$ cat src/rtl/serial_add_ctrl.sv
// serial_add_ctrl: bit-serial adder sequencer driving an external 1-bit full adder cell
module serial_add_ctrl #(
  parameter int WIDTH = 8
) (
  input  logic             clk,
  input  logic             rst_n,
  input  logic             start,
  input  logic [WIDTH-1:0] a,
  input  logic [WIDTH-1:0] b,
  input  logic             cin,
  output logic             fa_a,
  output logic             fa_b,
  output logic             fa_cin,
  input  logic             fa_sum,
  input  logic             fa_cout,
  output logic             busy,
  output logic             done,
  output logic [WIDTH-1:0] sum,
  output logic             cout,
  output logic             ovf
);
  localparam int CW = (WIDTH > 2) ? $clog2(WIDTH) : 1;
  typedef enum logic [1:0] {IDLE, RUN, DONE} state_t;
  state_t state, state_nx;
  logic [WIDTH-1:0] a_sr, b_sr, s_sr;
  logic carry, last;
  logic [CW-1:0] cnt;
  assign busy   = state == RUN;
  assign done   = state == DONE;
  assign last   = busy && cnt == CW'(WIDTH - 1);
  assign fa_a   = busy & a_sr[0];
  assign fa_b   = busy & b_sr[0];
  assign fa_cin = busy & carry;
  always_comb begin
    state_nx = IDLE;
    state_nx = state == IDLE ? (start ? RUN : IDLE) :
               state == RUN  ? (last ? DONE : RUN) : IDLE;
  end
  always_ff @(posedge clk or negedge rst_n) begin
    if (!rst_n) state <= IDLE;
    else state <= state_nx;
  end
  // Overflow is carry into the MSB XOR carry out of it, both visible on the last bit.
  always_ff @(posedge clk or negedge rst_n) begin
    if (!rst_n) begin
      a_sr  <= '0;
      b_sr  <= '0;
      s_sr  <= '0;
      carry <= 1'b0;
      cnt   <= '0;
      sum   <= '0;
      cout  <= 1'b0;
      ovf   <= 1'b0;
    end else if (state == IDLE && start) begin
      a_sr  <= a;
      b_sr  <= b;
      carry <= cin;
      cnt   <= '0;
    end else if (busy) begin
      a_sr  <= a_sr >> 1;
      b_sr  <= b_sr >> 1;
      s_sr  <= {fa_sum, s_sr[WIDTH-1:1]};
      carry <= fa_cout;
      cnt   <= cnt + 1'b1;
      if (last) begin
        sum  <= {fa_sum, s_sr[WIDTH-1:1]};
        cout <= fa_cout;
        ovf  <= fa_cin ^ fa_cout;
      end
    end
  end
endmodule

$ cat config.mk
export PLATFORM = sky130hd
export DESIGN_NAME = serial_add_ctrl
export DESIGN_NICKNAME = d
export VERILOG_FILES = /design/src/rtl/serial_add_ctrl.sv
export SDC_FILE = /design/constraint.sdc
export NUM_CORES = 1
export LEC_CHECK = 0
export BUFFER_PORTS_ARGS = -buffer_cell sky130_fd_sc_hd__buf_2
export CORE_MARGIN = 3
export CORE_UTILIZATION = 45
export CTS_CLUSTER_SIZE = 25
export DETAILED_ROUTE_END_ITERATION = 8
export PLACE_DENSITY = 0.8
export SYNTH_ARGS = -nofsm -noshare
export SYNTH_HDL_FRONTEND = slang
export SYNTH_SLANG_ARGS = --single-unit
$ cat constraint.sdc
create_clock -name clk -period 1.75 [get_ports clk]
set_input_delay 0.35 -clock clk [delete_from_list [all_inputs] [get_ports clk]]
set_output_delay 0.35 -clock clk [all_outputs]
set_load 0.02 [all_outputs]
==> impl_metrics.csv <==
group,metric,value,unit
layout,num-nets-final,206,
synthesis,synthXorXnorAreaFrac,0.5047,%
layout,drive_gt1_share,39.01,%
sta,hold_ws,0.1055,ns
global_route,grt_max_degree,40,
synthesis,synth_top_family_by_area,"simple AND/OR/NAND/NOR gates",
critical_path,critPathBufInv,1,
hold_path,hold_class,"in2async",
global_route,grt_pass1_vias,1199,
synthesis,synth_mux_area_share,11.68,%
die,core-area,0.003521,mm^2
layout,fin_util,58.88,%
placement,dp_hpwl,2.395,mm
sta,tns,0,ns
synthesis,syn_nets,167,
critical_path,critPathTopFamily,"flip-flops",
global_route,antenna_found_initial,0,
critical_path,critPathMaxFanout,7,
clocking,clkLatencyLatePin,0.28,ns
clocking,ctsHtreeMaxLevel,2,
clocking,max-clock-path-buffers,2,
die,floorplan.initialDensity,49.29,%
die,die_h,68.10,um
clocking,holdBufCountCts,0,
global_route,track_usage,16.68,%
die,num_io_pins,37,
drt,num_vias,1200,
critical_path,critical_path.endpoint_type,"primary output",
clocking,postCtsSetupBuffers,0,
critical_path,slowest_stage,"dfrtp_2",
sta,drv_slew,0,
clocking,clockRootBuffer,"clkbuf_8",
drt,ant_nets,0,
pwr,combPwrFrac,42.4,%
drt,vias_per_cell,5.263,
sta,worst-slew-pin-transition,0.6034,ns
layout,diodes,0,
die,fp.dieW,68.10,um
sta,hold_viol,0,
pwr,p_switching,0.001347,W
pwr,p_clk_share,16.0,%
synthesis,syn_avg_cell_area,12.14,um^2
synthesis,ys_seq_area_share,56.24,%
sta,finClkSkew,0.004244,ns
synthesis,yosys.area.top_type,"dfrtp_1",
pwr,p_int,0.002394,W
layout,layout_common_cells,"dfrtp_1, buf_2, inv_1",
pwr,p_leak,1.010,nW
global_route,grt_overflow,0,
drt,drc,0,
synthesis,synth_top_area_share,56.24,%
placement,place_congestion,0.7098,
synthesis,yosys.area_share.simple,11.75,%
sta,rsz0062_at_grt,"no",
sta,relSlewSlack,59.69,%
drt,drt_first_iter_violations,115,
layout,mostFrequentLayoutCell,"dfrtp_1",
synthesis,synth_compound_area_share,10.45,%
critical_path,path_cells,"nor2b_4, and2_1, buf_2",
pwr,ir_worst_vdd,0.001022,V
drt,dr.pass1.iters,6,
clocking,path_clk_slew,0.07,ns
sta,setup_violations,0,
synthesis,syn-cell-area,0.001735,mm^2
critical_path,worstSetupPathType,"reg2out",
sta,min_period,1.618,ns
pwr,powerDensity,1804,mW/mm^2
pwr,power,0.003741,W
layout,area.growth.synth_to_final,19.47,%
synthesis,ys_seq_elements,39,
synthesis,synth_cells,143,
synthesis,synth-adder-area-share,1.442,%
critical_path,start_kind,"flip-flop",
synthesis,ys_types,25,
synthesis,synth.area.top_cells,"dfrtp_1, mux2_2, a222oi_1",
outcome,status,"finished clean",
clocking,clkSinkCount,39,
drt,routed_wl,3.494,mm
critical_path,worstPathRequired,1.40,ns
job,maxCapViolations,0,
die,rows,21,
clocking,cts_tree,"yes",
synthesis,ys_warn_count,0,
layout,fillCellCount,298,
drt,wire_per_inst,15.32,um
global_route,grt_pass1_wl,5.678,mm
placement,portBuffers,36,
clocking,numCtsBuffers,5,
critical_path,worst_path_largest_cell_delay,0.46,ns
pwr,pwr-share-seq,41.6,%
sta,fmax,618.0,MHz
pwr,sw_frac_of_total,36.02,%
sta,post-route-period-util,92.46,%
critical_path,arrival,1.27,ns
die,die_area,0.004638,mm^2
-- cells in the mapped netlist, drive strengths merged --
cell and instances:
inv 19, dfrtp 39, and2 3, clkbuf 2, a21oi 1, a32o 1, nand2 1, xor2 1
o21bai 1, a211oi 7, a222oi 8, buf 10, nor3b 7, ha 2, nand3b 1, nor2b 2
o311ai 1, nor4b 7, a22o 2, nor2 9, nand4bb 1, mux2 18
-- final timing paths --
path / from / slack [ns] / cells after the start / endpoint
max: state[1] / 0.13 / 3 / fa_a
min: rst_n / 0.11 / 2 / a_sr[5]
max reg2reg: cnt[0] / 0.19 / 5 / sum[5]
min reg2reg: a_sr[7] / 0.50 / 1 / a_sr[7]
max in group asynchronous: rst_n / 1.28 / 2 / state[1]
min in group clk: fa_sum / 0.32 / 2 / sum[7]
-- per-stage QoR --
step	instances	setup WS [ns]	cell area (um^2)
finish	228	0.1319	2073
global route	228	0.06625	2073
CTS	228	0.01153	2067
detailed placement	221	0.1805	1979
global placement	221	0.2784	1979
floorplan	143	0.2484	1735
-- area by class of cell --
class                           count  area (um^2)  area share [%]
Tap cell                           46        57.56           2.776
Multi-Input combinational cell     73        626.9           30.24
Inverter                           19        71.32           3.440
Clock inverter                      1        5.005          0.2414
Sequential cell                    39        977.2           47.13
Timing Repair Buffer               44        252.7           12.19
Clock buffer                        6        82.58           3.983
-- metal layers --
layer / vias to the layer above / part of all wire [%] / track usage, %
met5: - / 0 / 0
met3: 4 / 6.4 / 4.433
met1: 575 / 45 / 23.08
met4: 0 / 1.0 / 5.211
met2: 41 / 47 / 25.63
li1: 580 / - / -
-- registers in the layout, summed over array words and instances (netlist names) --
signal,count
a_sr,8
sum,8
ovf,1
s_sr,7
cnt,3
carry,1
state,2
cout,1
b_sr,8
-- power by group through the flow --
stage	combinational, W	clock [W]	sequential (W)
finish	0.00159	0.000598	0.00156
global route	0.00176	0.000651	0.00161
CTS	0.00161	0.000615	0.00156
detailed placement	0.00159	0	0.00157
global placement	0.00151	0	0.00154
floorplan	0.00101	0	0.00166
-- cells by family (layout without fill, tap and decap cells) --
| group | Yosys count | count (layout) |
|---|---|---|
| simple gates | 31 | 31 |
| buf+inv | 31 | 70 |
| xor+xnor | 1 | 1 |
| compound gates | 21 | 21 |
| fa+ha+maj | 2 | 2 |
| mux | 18 | 18 |
| flops | 39 | 39 |
-- timing repair --
item,in CTS,in global routing
endpoints found under the hold margin,0,0
setup endpoints to repair,0,3
gates resized for setup,0,2
No activity file was read; power rests on OpenSTA's default activity.
